==> config.mk <==
export PLATFORM = sky130hd
export DESIGN_NAME = pll_sweep_ctrl
export DESIGN_NICKNAME = d
export VERILOG_FILES = /design/src/rtl/pll_sweep_pkg.sv /design/src/rtl/bcd_min_timer.sv /design/src/rtl/pll_sweep_ctrl.sv
export SDC_FILE = /design/constraint.sdc
export NUM_CORES = 1
export LEC_CHECK = 0
export CAP_MARGIN = 20
export CORE_ASPECT_RATIO = 1.4
export CORE_MARGIN = 2
export CORE_UTILIZATION = 40
export CTS_CLUSTER_DIAMETER = 120
export DETAILED_ROUTE_END_ITERATION = 16
export DONT_BUFFER_PORTS = 1
export PLACE_DENSITY = 0.57
export SLEW_MARGIN = 30
export SYNTH_ARGS = -nofsm -noshare
export SYNTH_HDL_FRONTEND = slang
export SYNTH_SLANG_ARGS = --single-unit
==> constraint.sdc <==
create_clock -name clk -period 3.1 [get_ports clk]
set_input_delay 0.775 -clock clk [delete_from_list [all_inputs] [get_ports clk]]
set_output_delay 0.775 -clock clk [all_outputs]
set_load 0.02 [all_outputs]
==> src/rtl/pll_sweep_pkg.sv <==
// Shared types and constants for the PLL frequency-sweep sequencer.
// The optional elapsed-time feature is enabled with the PLL_SWEEP_TIMER_EN macro.
package pll_sweep_pkg;

  typedef enum logic [2:0] {
    ST_IDLE = 3'd0,
    ST_WR   = 3'd1,
    ST_GAP  = 3'd2,
    ST_RST  = 3'd3,
    ST_LOCK = 3'd4
  } state_t;

  // pll_cfg reconfig register addresses
  localparam logic [5:0] REG_MODE  = 6'd0;
  localparam logic [5:0] REG_M     = 6'd4;
  localparam logic [5:0] REG_K     = 6'd7;
  localparam logic [5:0] REG_N     = 6'd3;
  localparam logic [5:0] REG_C     = 6'd5;
  localparam logic [5:0] REG_CP    = 6'd9;
  localparam logic [5:0] REG_BW    = 6'd8;
  localparam logic [5:0] REG_START = 6'd2;

  localparam logic [31:0] N_VALUE  = 32'h0001_0000;
  localparam logic [31:0] CP_VALUE = 32'd1;
  localparam logic [31:0] BW_VALUE = 32'd7;

  // Address of each step of the 8-write reconfig burst
  function automatic logic [5:0] wr_addr(input logic [2:0] idx);
    case (idx)
      3'd0:    return REG_MODE;
      3'd1:    return REG_M;
      3'd2:    return REG_K;
      3'd3:    return REG_N;
      3'd4:    return REG_C;
      3'd5:    return REG_CP;
      3'd6:    return REG_BW;
      default: return REG_START;
    endcase
  endfunction

endpackage

==> src/rtl/bcd_min_timer.sv <==
// Minutes-since-relock counter: divides clk down to one tick per minute and
// counts ticks as 4 BCD digits (9999 wraps to 0000). Held at zero while clr.
// Built only when PLL_SWEEP_TIMER_EN is defined.
`ifdef PLL_SWEEP_TIMER_EN
module bcd_min_timer
  import pll_sweep_pkg::*;
#(
  parameter int CLK_HZ = 50000000
) (
  input  logic        clk,
  input  logic        rst_n,
  input  logic        clr,
  output logic [15:0] bcd
);

  localparam longint unsigned TICK_CYC = 64'd60 * 64'(CLK_HZ);
  localparam int              DW       = $clog2(TICK_CYC);
  localparam logic [DW-1:0]   DIV_LOAD = DW'(TICK_CYC - 64'd1);

  logic [DW-1:0] div;
  logic [15:0]   bcd_inc;
  logic          carry;

  // Ripple a +1 through the four decimal digits
  always_comb begin
    bcd_inc = bcd;
    carry   = 1'b1;
    for (int i = 0; i < 4; i++) begin
      if (carry) begin
        if (bcd[4*i +: 4] == 4'd9) begin
          bcd_inc[4*i +: 4] = 4'd0;
        end else begin
          bcd_inc[4*i +: 4] = bcd[4*i +: 4] + 4'd1;
          carry             = 1'b0;
        end
      end
    end
  end

  // Minute divider (down-counter) and BCD register
  always_ff @(posedge clk or negedge rst_n) begin
    if (!rst_n) begin
      div <= DIV_LOAD;
      bcd <= 16'h0000;
    end else if (clr) begin
      div <= DIV_LOAD;
      bcd <= 16'h0000;
    end else if (div == '0) begin
      div <= DIV_LOAD;
      bcd <= bcd_inc;
    end else begin
      div <= div - 1'b1;
    end
  end

endmodule
`endif

==> src/rtl/pll_sweep_ctrl.sv <==
// PLL frequency-sweep sequencer: owns the table position, replays the 8-write
// reconfig burst into pll_cfg, pulses pll_reset and waits for relock.
// Optional minutes-since-relock timer enabled by defining PLL_SWEEP_TIMER_EN.
//
// state   | meaning
// IDLE    | locked (or timed out), waiting for a command or auto-advance
// WR      | write strobe to pll_cfg; first cycle after restart loads addr/data
// GAP     | idle spacing after an accepted write
// RST     | pll_reset asserted
// LOCK    | waiting for synchronised pll_locked or timeout
module pll_sweep_ctrl
  import pll_sweep_pkg::*;
#(
  parameter int ENTRIES     = 38,
  parameter int GAP_CYC     = 8,
  parameter int RST_CYC     = 8,
  parameter int LOCK_TO_CYC = 50000000,
  parameter int CLK_HZ      = 50000000
) (
  input  logic                       clk,
  input  logic                       rst_n,
  input  logic                       cmd_up,
  input  logic                       cmd_dn,
  input  logic                       cmd_retry,
  input  logic                       cmd_auto,
  input  logic                       test_ok,
  input  logic [31:0]                tbl_m,
  input  logic [31:0]                tbl_k,
  input  logic [31:0]                tbl_c,
  output logic [$clog2(ENTRIES)-1:0] tbl_idx,
  output logic [5:0]                 mgmt_address,
  output logic [31:0]                mgmt_writedata,
  output logic                       mgmt_write,
  input  logic                       mgmt_waitrequest,
  input  logic                       pll_locked,
  output logic                       pll_reset,
  output logic                       busy,
  output logic                       auto_mode,
  output logic                       lock_err,
  output logic [15:0]                elapsed_bcd
);

  localparam int            PW      = $clog2(ENTRIES);
  localparam logic [PW-1:0] POS_MAX = PW'(ENTRIES - 1);

  state_t        state;
  logic [2:0]    idx;
  logic [31:0]   cnt;
  logic [PW-1:0] pos;
  logic          lock_s1, lock_s2;
  logic          cmd_acc;
  logic [PW-1:0] pos_nxt;
  logic          auto_nxt;
  logic [2:0]    wr_sel;
  logic [31:0]   wr_data;

  assign tbl_idx = pos;

  // Two-flop synchroniser for the asynchronous lock indicator
  always_ff @(posedge clk or negedge rst_n) begin
    if (!rst_n) begin
      lock_s1 <= 1'b0;
      lock_s2 <= 1'b0;
    end else begin
      lock_s1 <= pll_locked;
      lock_s2 <= lock_s1;
    end
  end

  // Pick at most one command per cycle; out-of-range up/dn are dropped outright
  always_comb begin
    cmd_acc  = 1'b0;
    pos_nxt  = pos;
    auto_nxt = auto_mode;
    if (cmd_auto) begin
      cmd_acc  = 1'b1;
      pos_nxt  = '0;
      auto_nxt = 1'b1;
    end else if (cmd_retry) begin
      cmd_acc  = 1'b1;
      auto_nxt = 1'b0;
    end else if (cmd_up) begin
      if (pos < POS_MAX) begin
        cmd_acc  = 1'b1;
        pos_nxt  = pos + 1'b1;
        auto_nxt = 1'b0;
      end
    end else if (cmd_dn) begin
      if (pos != '0) begin
        cmd_acc  = 1'b1;
        pos_nxt  = pos - 1'b1;
        auto_nxt = 1'b0;
      end
    end else if (auto_mode && test_ok && !busy && pos < POS_MAX) begin
      cmd_acc = 1'b1;
      pos_nxt = pos + 1'b1;
    end
  end

  // GAP preloads the following write, so look one step ahead there
  assign wr_sel = (state == ST_GAP) ? idx + 3'd1 : idx;

  // Data word for the selected burst step
  always_comb begin
    case (wr_sel)
      3'd1:    wr_data = tbl_m;
      3'd2:    wr_data = tbl_k;
      3'd3:    wr_data = N_VALUE;
      3'd4:    wr_data = tbl_c;
      3'd5:    wr_data = CP_VALUE;
      3'd6:    wr_data = BW_VALUE;
      default: wr_data = 32'h0;
    endcase
  end

  // Sequencer FSM; an accepted command aborts everything and restarts at write 0
  always_ff @(posedge clk or negedge rst_n) begin
    if (!rst_n) begin
      state          <= ST_WR;
      idx            <= 3'd0;
      cnt            <= 32'd0;
      pos            <= '0;
      auto_mode      <= 1'b0;
      busy           <= 1'b1;
      mgmt_address   <= 6'd0;
      mgmt_writedata <= 32'd0;
      mgmt_write     <= 1'b0;
      pll_reset      <= 1'b0;
      lock_err       <= 1'b0;
    end else if (cmd_acc) begin
      pos        <= pos_nxt;
      auto_mode  <= auto_nxt;
      busy       <= 1'b1;
      lock_err   <= 1'b0;
      state      <= ST_WR;
      idx        <= 3'd0;
      mgmt_write <= 1'b0;
      pll_reset  <= 1'b0;
    end else begin
      case (state)
        ST_IDLE: ;
        ST_WR: begin
          if (!mgmt_write) begin
            mgmt_address   <= wr_addr(wr_sel);
            mgmt_writedata <= wr_data;
            mgmt_write     <= 1'b1;
          end else if (!mgmt_waitrequest) begin
            mgmt_write <= 1'b0;
            state      <= ST_GAP;
            cnt        <= 32'(GAP_CYC - 1);
          end
        end
        ST_GAP: begin
          if (cnt == 32'd0) begin
            if (idx == 3'd7) begin
              pll_reset <= 1'b1;
              state     <= ST_RST;
              cnt       <= 32'(RST_CYC - 1);
            end else begin
              idx            <= wr_sel;
              mgmt_address   <= wr_addr(wr_sel);
              mgmt_writedata <= wr_data;
              mgmt_write     <= 1'b1;
              state          <= ST_WR;
            end
          end else begin
            cnt <= cnt - 32'd1;
          end
        end
        ST_RST: begin
          if (cnt == 32'd0) begin
            pll_reset <= 1'b0;
            state     <= ST_LOCK;
            cnt       <= 32'(LOCK_TO_CYC - 1);
          end else begin
            cnt <= cnt - 32'd1;
          end
        end
        ST_LOCK: begin
          if (lock_s2) begin
            busy  <= 1'b0;
            state <= ST_IDLE;
          end else if (cnt == 32'd0) begin
            busy     <= 1'b0;
            lock_err <= 1'b1;
            state    <= ST_IDLE;
          end else begin
            cnt <= cnt - 32'd1;
          end
        end
        default: state <= ST_IDLE;
      endcase
    end
  end

`ifdef PLL_SWEEP_TIMER_EN
  bcd_min_timer #(
    .CLK_HZ (CLK_HZ)
  ) u_timer (
    .clk   (clk),
    .rst_n (rst_n),
    .clr   (busy),
    .bcd   (elapsed_bcd)
  );
`else
  // CLK_HZ only matters to the timer
  logic unused_clk_hz;
  assign unused_clk_hz = ^32'(CLK_HZ);
  assign elapsed_bcd   = 16'h0000;
`endif

endmodule
==> impl_metrics.ini, run 1 <==
[grt]
grt-ovfl-total = 0
grt_pass1_vias = 4361
grt_pass1_wl_mm = 21.8
antenna_found_initial = 0
grt.total_usage = 0.194
grt_max_degree = 88

[setup_path]
crit_family = simple AND/OR/NAND/NOR gates
critPathCaptureType = flip-flop
required_ns = 3.36
slowest_stage = a221oi_4
path_max_fanout = 52
critPathBufInv = 1
cp.arrival_ns = 3.16
max_stage_delay_ns = 0.64
worstPathCellList = or4_1 -> nor4_4 -> nand4_1 -> a221oi_4 -> buf_12 -> nor2_1 -> a21oi_1
critPathKind = flip-flop to flip-flop
startpoint_type = flip-flop

[routing]
wl_met1_mm = 5.46
drt_pass1_iterations = 6
wirelength_mm = 13.7
wl_met3_um = 853
num_vias = 4427
met2_length_mm = 7.09
drtIter0Drc = 261
ant_nets = 0
remaining_drc_errors = 0
viasPerCell = 6.07
wire_per_inst_um = 18.8
top_layer = met4

[floorplan]
die_w_um = 100
rows = 49
io_pins = 170
die_area_um2 = 13900
coreArea_um2 = 12800
start_util = 0.408
die_h_um = 139

[timing]
period_minus_slack_ns = 2.90
maxSlewViolCount = 0
hold_viol_final = 0
tightest_slew_ns = 0.882
finalCritPeriodShare = 0.935
relSlewSlack = 0.410
setup_violations = 0
max_freq_mhz = 345
rsz0062_at_grt = false
fin_tns_setup_ns = 0
skew_ns = 0.00718
finalWorstSetupSlack_ns = 0.203

[yosys]
synth_most_common_cell = dfrtp_1
synth-seq-cells = 87
synth.avg_cell_area_um2 = 9.14
synth_cells = 569
synthArstFlopShare = 1.00
yosysTopAreaCell = dfrtp_1
ys_seq_area_frac = 0.419
ys_warn_count = 0
syn_area_um2 = 5200
ys_top_cells_by_count = dfrtp_1, nor2_1, a21oi_1
ys.flop_type = dfrtp_1
synth_area_leaders = dfrtp_1, nor2_1, a22o_1, a21oi_1, a22oi_1
yosys.cell_types.count = 69
synth-edff-count = 0
synth_top_area_frac = 0.409

[layout]
syn2layout_area_growth_pct = 9.33
layout-drive-gt1-share = 0.122
fillers = 1247
seq_area_um2 = 2180
multi_input_area_um2 = 2780
fin_cells = 729
n_antenna_cell = 0
nets = 682
postLayoutCellArea_um2 = 5690

[cts]
cts.path.max_buffers = 2
postCtsSetupRepairBufs = 0
cts_buffers = 9
ctsResizeCount = 0
holdBufCountCts = 0
cts.clk_slew.worst_paths_ns = 0.07
h-tree-depth = 3
cts-root-buf = clkbuf_16
worstSkewPairLatency_ns = 0.34
numClockSinks = 87
cts_tree = yes

[flow_run]
drv_cap = 0

[power]
cellInternalPower_mw = 2.04
seq_power_share = 0.517
power_density_nw_per_um2 = 524
swShare = 0.315
leakagePower_nw = 2.29
power_mw = 2.98
peakVddDrop_mv = 0.297
clockPowerShare = 0.374
power_switching_mw = 0.937
combPwrFrac = 0.109

[placed_design]
dpl_cell_area_um2 = 5380
io_buffers = 0
dp.cells = 713
gp_congestion = 0.861
post-dp-hpwl_mm = 10.1
post-place-ws_ns = 0.233

[run_status]
status = complete, no violations

[hold_path]
hp-class = primary input to asynchronous set/reset pin
## power by group through the flow
| stage | registers (mW) | clock network (mW) | logic, mW |
|---|---|---|---|
| global route | 1.56 | 1.20 | 0.376 |
| floorplan | 1.52 | 0 | 0.280 |
| finish | 1.54 | 1.11 | 0.325 |
| global placement | 1.56 | 0 | 0.314 |
| detailed placement | 1.56 | 0 | 0.328 |
| CTS | 1.54 | 1.15 | 0.329 |
## logic make-up after synthesis
kind of cell	after synthesis	synth area share
compound gates	201	0.270
xor+xnor	11	0.0200
fa+ha+maj	6	0.0144
buf+inv	59	0.0618
flops	87	0.419
mux	9	0.0180
other cells	1	0.000721
simple gates	195	0.196
## path summary, 6_finish.rpt
kind,startpoint,endpoint,slack [ns],cells after the start
setup / recovery,cnt[4]$_DFFE_PN0P_,mgmt_writedata[21]$_DFFE_PN0P_,0.20,7
hold / removal,rst_n,mgmt_writedata[11]$_DFFE_PN0P_,0.13,0
setup reg to reg,cnt[4]$_DFFE_PN0P_,mgmt_writedata[21]$_DFFE_PN0P_,0.20,7
hold reg to reg,lock_s1$_DFF_PN0_,lock_s2$_DFF_PN0_,0.36,0
max in group asynchronous,rst_n,state[0]$_DFFE_PN1P_,2.78,0
min in group clk,lock_s1$_DFF_PN0_,lock_s2$_DFF_PN0_,0.36,0
## area by class of cell
class                           instances  area share
Sequential cell                        87       0.383
Clock buffer                            9      0.0396
Timing Repair Buffer                   25      0.0352
Inverter                                8     0.00528
Tap cell                              153      0.0337
Multi-Input combinational cell        440       0.489
Clock inverter                          7      0.0143
## registers in the layout, summed over array words and instances (netlist names)
register        flops
idx                 3
mgmt_writedata     32
auto_mode           1
mgmt_write          1
state               3
cnt                32
busy                1
lock_s1             1
pll_reset           1
mgmt_address        4
tbl_idx             6
lock_err            1
lock_s2             1
## cells in the final DEF, fill, tap and decap left out, types with 3 or more instances in the layout
| cell type | instances |
|---|---|
| nand3_1 | 5 |
| or3_1 | 6 |
| nor4_1 | 7 |
| a22o_1 | 31 |
| mux2_2 | 3 |
| clkbuf_16 | 9 |
| o31ai_1 | 8 |
| o41ai_1 | 4 |
| nor4_2 | 3 |
| inv_1 | 8 |
| nand4_1 | 7 |
| nor2_1 | 82 |
| clkinvlp_4 | 3 |
| ha_1 | 6 |
| o311ai_0 | 3 |
| nor3_1 | 19 |
| nor2b_1 | 5 |
| a21oi_1 | 54 |
| o211ai_1 | 3 |
| xnor2_1 | 9 |
| o21ai_0 | 26 |
| a211oi_1 | 4 |
| mux2i_1 | 5 |
| dfrtp_1 | 85 |
| or4_1 | 4 |
| conb_1 | 18 |
| a22oi_1 | 30 |
| nand2_1 | 29 |
| buf_4 | 24 |
| a21o_1 | 3 |
| nand2b_1 | 5 |
| nor4_4 | 3 |
| a31oi_1 | 5 |
| nor3b_1 | 4 |
## through the flow
step / hold WS [ns] / utilization
2_1_floorplan: 0.331 / -
3_3_place_gp: 0.348 / 0.422
3_5_place_dp: 0.352 / 0.422
4_1_cts: 0.108 / 0.446
5_1_grt: 0.101 / 0.446
6_report: 0.126 / 0.446
## layer usage
metal  vias to the layer above  global-route usage
met3                        24              0.0479
li1                       2099                   -
met2                       163               0.353
met4                         0              0.0591
met5                         -                   0
met1                      2141               0.219
Note: power is estimated with default switching activity, not from simulation.
==> run 2, diff against run 1 <==
- CORE_UTILIZATION: 40 -> 44
- PLACE_DENSITY: 0.57 -> 0.62
==> run 2 against run 1 <==
Cell count down 0.96%. Via count is 0.68% higher. Clock-buffer cell count stayed put. Sequential share of layout area increased by 0.14 points. Clock skew up 0.0014 ns. Global-route usage is 1.5 points higher. Worst setup slack better by 0.22 ns. Sequential power barely moved. Final area is 0.37% lower. Core utilization rose by 3.8 points. Sequential cell count is the same.
==> impl_metrics.ini, run 2 (synthesis results as in run 1) <==
[routing]
remaining_drc_errors = 0
wire_per_inst_um = 18.5
wirelength_mm = 13.3
drt_pass1_iterations = 4
num_vias = 4457
drtIter0Drc = 227
viasPerCell = 6.17
ant_nets = 0

[setup_path]
worst-path-stages = 8
max_stage_delay_ns = 0.62
critPathCaptureType = flip-flop
worst_r2r_path_depth = 8
crit_path_frequent_cell = buf_4
slowest_stage = dfrtp_1
worstPathCellList = nor2b_1 -> o31ai_1 -> a2111o_1 -> buf_4 -> nor3_2 -> buf_4 -> nand2_1 -> o41ai_1
crit_family = compound AO/OA/AOI/OAI gates
critPathKind = flip-flop to flip-flop
required_ns = 3.33
cp.arrival_ns = 2.91
critPathBufInv = 2
path_max_fanout = 13
startpoint_type = flip-flop

[placed_design]
gp_congestion = 0.877
io_buffers = 0
dp.cells = 706
dpl_cell_area_um2 = 5370
post-dp-hpwl_mm = 9.91
post-place-ws_ns = 0.353

[power]
swShare = 0.328
peakVddDrop_mv = 0.226
leakagePower_nw = 2.28
seq_power_share = 0.522
combPwrFrac = 0.110
power_density_nw_per_um2 = 519
clockPowerShare = 0.368
cellInternalPower_mw = 1.98
power_switching_mw = 0.966

[cts]
cts-root-buf = clkbuf_16
worstSkewPairLatency_ns = 0.35
cts.path.max_buffers = 2
h-tree-depth = 3
ctsResizeCount = 0
numClockSinks = 87
cts_buffers = 9
cts.clk_slew.worst_paths_ns = 0.07
cts_tree = yes
postCtsSetupRepairBufs = 0
holdBufCountCts = 0

[floorplan]
io_pins = 170
die_area_um2 = 12700
start_util = 0.445
die_h_um = 133
rows = 47
coreArea_um2 = 11700
die_w_um = 95.9

[layout]
nets = 681
layout_common_cells = dfrtp_1, nor2_1, a21oi_1
postLayoutCellArea_um2 = 5670
syn2layout_area_growth_pct = 8.92
layout-drive-gt1-share = 0.120
n_antenna_cell = 0
final_core_util = 0.484
fin_cells = 722
final_common_cell = dfrtp_1

[timing]
period_minus_slack_ns = 2.68
setup_violations = 0
rsz0062_at_grt = false
maxSlewViolCount = 0
fin_tns_setup_ns = 0
finalWorstSetupSlack_ns = 0.420
tightest_slew_ns = 0.910
hold_viol_final = 0
relSlewSlack = 0.391
max_freq_mhz = 373
skew_ns = 0.00860
finalCritPeriodShare = 0.864

[grt]
grt_pass1_vias = 4263
grt_pass1_wl_mm = 21.1
grt-ovfl-total = 0
antenna_found_initial = 0
grt.total_usage = 0.209
grt_max_degree = 88

[run_status]
status = complete, no violations

[flow_run]
drv_cap = 0

[hold_path]
hp-class = primary input to asynchronous set/reset pin
[run 2: metal layers]
metal  GRT usage  vias up  share of wire
li1            -     2095              -
met1       0.253     2165           0.40
met2       0.363      166           0.52
met3      0.0313       31          0.057
met4      0.0889        0          0.024
met5           0        -              0
[run 2: area by class of cell]
cell class,instances,area (µm²)
sequential,87,2180
inverter,8,30.0
tap,147,184
fill,1117,6040
clock inverter,7,75.1
timing repair buffer,24,193
multi-input combinational,440,2780
clock buffer,9,225
[run 2: final timing paths]
| kind | startpoint | endpoint | slack, ns |
|---|---|---|---|
| worst max-delay path | tbl_idx[2]$_DFFE_PN0P_ | cnt[22]$_DFFE_PN0P_ | 0.42 |
| worst max register to register | tbl_idx[2]$_DFFE_PN0P_ | cnt[22]$_DFFE_PN0P_ | 0.42 |
| worst min register to register | lock_s1$_DFF_PN0_ | lock_s2$_DFF_PN0_ | 0.36 |
| worst min-delay path | rst_n | tbl_idx[5]$_DFFE_PN0P_ | 0.12 |
| min in group clk | lock_s1$_DFF_PN0_ | lock_s2$_DFF_PN0_ | 0.36 |
| max in group asynchronous | rst_n | busy$_DFFE_PN1P_ | 2.79 |
[run 2: power by group through the flow]
stage / Clock, mW / Combinational, mW / Sequential [mW]
floorplan: 0 / 0.280 / 1.52
global placement: 0 / 0.311 / 1.56
detailed placement: 0 / 0.323 / 1.56
CTS: 1.11 / 0.325 / 1.54
global route: 1.16 / 0.368 / 1.56
finish: 1.08 / 0.323 / 1.54
[run 2: per-stage QoR]
stage / hold WS [ns] / power, mW
global placement: 0.339 / 1.87
finish: 0.117 / 2.94
floorplan: 0.331 / 1.80
CTS: 0.109 / 2.98
detailed placement: 0.349 / 1.88
global route: 0.109 / 3.09
==> run 3, diff against run 2 <==
- ABC_AREA: unset -> 1
==> run 3 against run 2 <==
Total power increased by 15%. Via count rose by 23%. Clock skew decreased by 0.0013 ns. Critical path depth stayed put. Register-to-register slack worse by 0.03 ns. Combinational power increased to 3.1 times the previous value. Hold slack better by 0.010 ns. Largest cell class unchanged. Largest power group unchanged.
==> impl_metrics.ini, run 3 <==
[run_status]
status = complete, no violations

[layout]
layout-drive-gt1-share = 0.0667
fillers = 1400
layout_common_cells = nand2_1, nor2_1, dfrtp_1
nets = 990
syn2layout_area_growth_pct = 5.81
final_common_cell = nand2_1
n_antenna_cell = 0
fin_cells = 1066

[yosys]
synth_area_leaders = dfrtp_1, nand2_1, nand4_1, nor2_1, nand3_1
synth_adder_area_share = 0.0126
synth-edff-count = 0
synth_most_common_cell = nand2_1
yosys.area_share.simple = 0.446
synth.avg_cell_area_um2 = 6.68
ys_warn_count = 0
synth_cells = 892
ys_seq_area_frac = 0.366
ys_top_cells_by_count = nand2_1, nor2_1, dfrtp_1
synthArstFlopShare = 1.00
synth_compound_area_frac = 0.0483
synth-seq-cells = 87
syn_area_um2 = 5960
yosysTopAreaCell = dfrtp_1
synth_top_area_frac = 0.357
yosys.cell_types.count = 37
synthMuxAreaShare = 0
synth_xor_area_frac = 0.0422
ys.flop_type = dfrtp_1
synth_top_family_by_area = simple AND/OR/NAND/NOR gates

[timing]
relSlewSlack = 0.397
max_freq_mhz = 369
skew_ns = 0.00731
finalCritPeriodShare = 0.874
hold_viol_final = 0
fin_tns_setup_ns = 0
period_minus_slack_ns = 2.71
tightest_slew_ns = 0.901
maxSlewViolCount = 0
rsz0062_at_grt = false
setup_violations = 0

[routing]
drt_pass1_iterations = 4
num_vias = 5498
wirelength_mm = 16.1
drtIter0Drc = 209
ant_nets = 0
wire_per_inst_um = 15.1
remaining_drc_errors = 0
viasPerCell = 5.16

[grt]
grt_pass1_vias = 5246
grt-ovfl-total = 0
use_met1 = 0.269
met3_usage = 0.0512
grt.total_usage = 0.228
use_met2 = 0.395
grt_busiest_layer = met2
grt_max_degree = 88
grt_pass1_wl_mm = 26.1
antenna_found_initial = 0

[flow_run]
drv_cap = 0

[setup_path]
critPathBufInv = 1
required_ns = 3.38
r2r_start = idx[0]$_DFFE_PN0P_
critPathCaptureType = flip-flop
critPathKind = flip-flop to flip-flop
critical_path.startpoint = idx[0]$_DFFE_PN0P_
max_stage_delay_ns = 0.73
crit_path_frequent_cell = nand2_1
cp.arrival_ns = 2.99
slowest_stage = o21ai_4
path_max_fanout = 37
crit_family = compound AO/OA/AOI/OAI gates
worstPathCellList = ha_1 -> o21ai_4 -> nand3_1 -> inv_2 -> nand2_1 -> nand3_1 -> nand2_1 -> nand2_1
startpoint_type = flip-flop

[cts]
holdBufCountCts = 0
cts_buffers = 9
ctsResizeCount = 0
cts.path.max_buffers = 2
cts.clk_slew.worst_paths_ns = 0.07
worstSkewPairLatency_ns = 0.34
postCtsSetupRepairBufs = 0
numClockSinks = 87
h-tree-depth = 3
cts_tree = yes
cts-root-buf = clkbuf_16

[floorplan]
coreArea_um2 = 13300
start_util = 0.447
rows = 50
die_w_um = 102
io_pins = 170
die_area_um2 = 14500
die_h_um = 142

[placed_design]
io_buffers = 0
dp.cells = 1050
post-dp-hpwl_mm = 11.8
gp_congestion = 0.891

[power]
leakagePower_nw = 3.50
peakVddDrop_mv = 0.237
power_density_nw_per_um2 = 535

[hold_path]
hp-class = primary input to asynchronous set/reset pin
[run 3: final timing paths]
kind | endpoint | slack, ns | cells past startpoint
max reg2reg | mgmt_writedata[5]$_DFFE_PN0P_ | 0.39 | 8
min reg2reg | lock_s2$_DFF_PN0_ | 0.35 | 0
max | mgmt_writedata[5]$_DFFE_PN0P_ | 0.39 | 8
min in group clk | lock_s2$_DFF_PN0_ | 0.35 | 0
min | cnt[22]$_DFFE_PN0P_ | 0.13 | 0
max in group asynchronous | state[0]$_DFFE_PN1P_ | 2.72 | 0
[run 3: where the power goes]
part	total (mW)	switching [mW]	leakage, nW	internal (mW)
clock network	1.10	0.471	0.145	0.626
logic	0.990	0.658	2.17	0.332
registers	1.29	0.0948	1.19	1.20
[run 3: per-layer routing]
metal | up-vias | share of wire | routed length [µm]
li1 | 2787 | - | -
met1 | 2518 | 0.39 | 6230
met2 | 162 | 0.53 | 8480
met3 | 31 | 0.054 | 870
met4 | 0 | 0.029 | 469
met5 | - | 0 | 0
[run 3: cell type report]
cell class | count | area [µm²] | share of cell area
clock buffer | 9 | 225 | 0.0357
timing repair buffer | 8 | 60.1 | 0.00952
sequential | 87 | 2180 | 0.346
inverter | 54 | 203 | 0.0321
clock inverter | 7 | 73.8 | 0.0117
tap | 182 | 228 | 0.0361
multi-input combinational | 719 | 3340 | 0.529
[run 3: cells by family (layout without fill, tap and decap cells)]
| kind of cell | after synthesis | after routing |
|---|---|---|
| xor+xnor | 27 | 27 |
| buf+inv | 103 | 78 |
| fa+ha+maj | 6 | 6 |
| compound gates | 48 | 48 |
| simple gates | 620 | 620 |
| other cells | 1 | 18 |
| flops | 87 | 87 |
[run 3: metrics by stage]
step                      hold slack, ns  utilization  total power, mW  setup slack (ns)  cell area [µm²]
after floorplan                    0.331            -             2.10             0.953             6020
after global placement             0.332        0.451             2.29             0.458             6010
after detailed placement           0.338        0.451             2.29             0.408             6010
after CTS                          0.117        0.473             3.40             0.383             6310
after global routing               0.113        0.473             3.60             0.167             6310
final                              0.127        0.473             3.38             0.390             6310
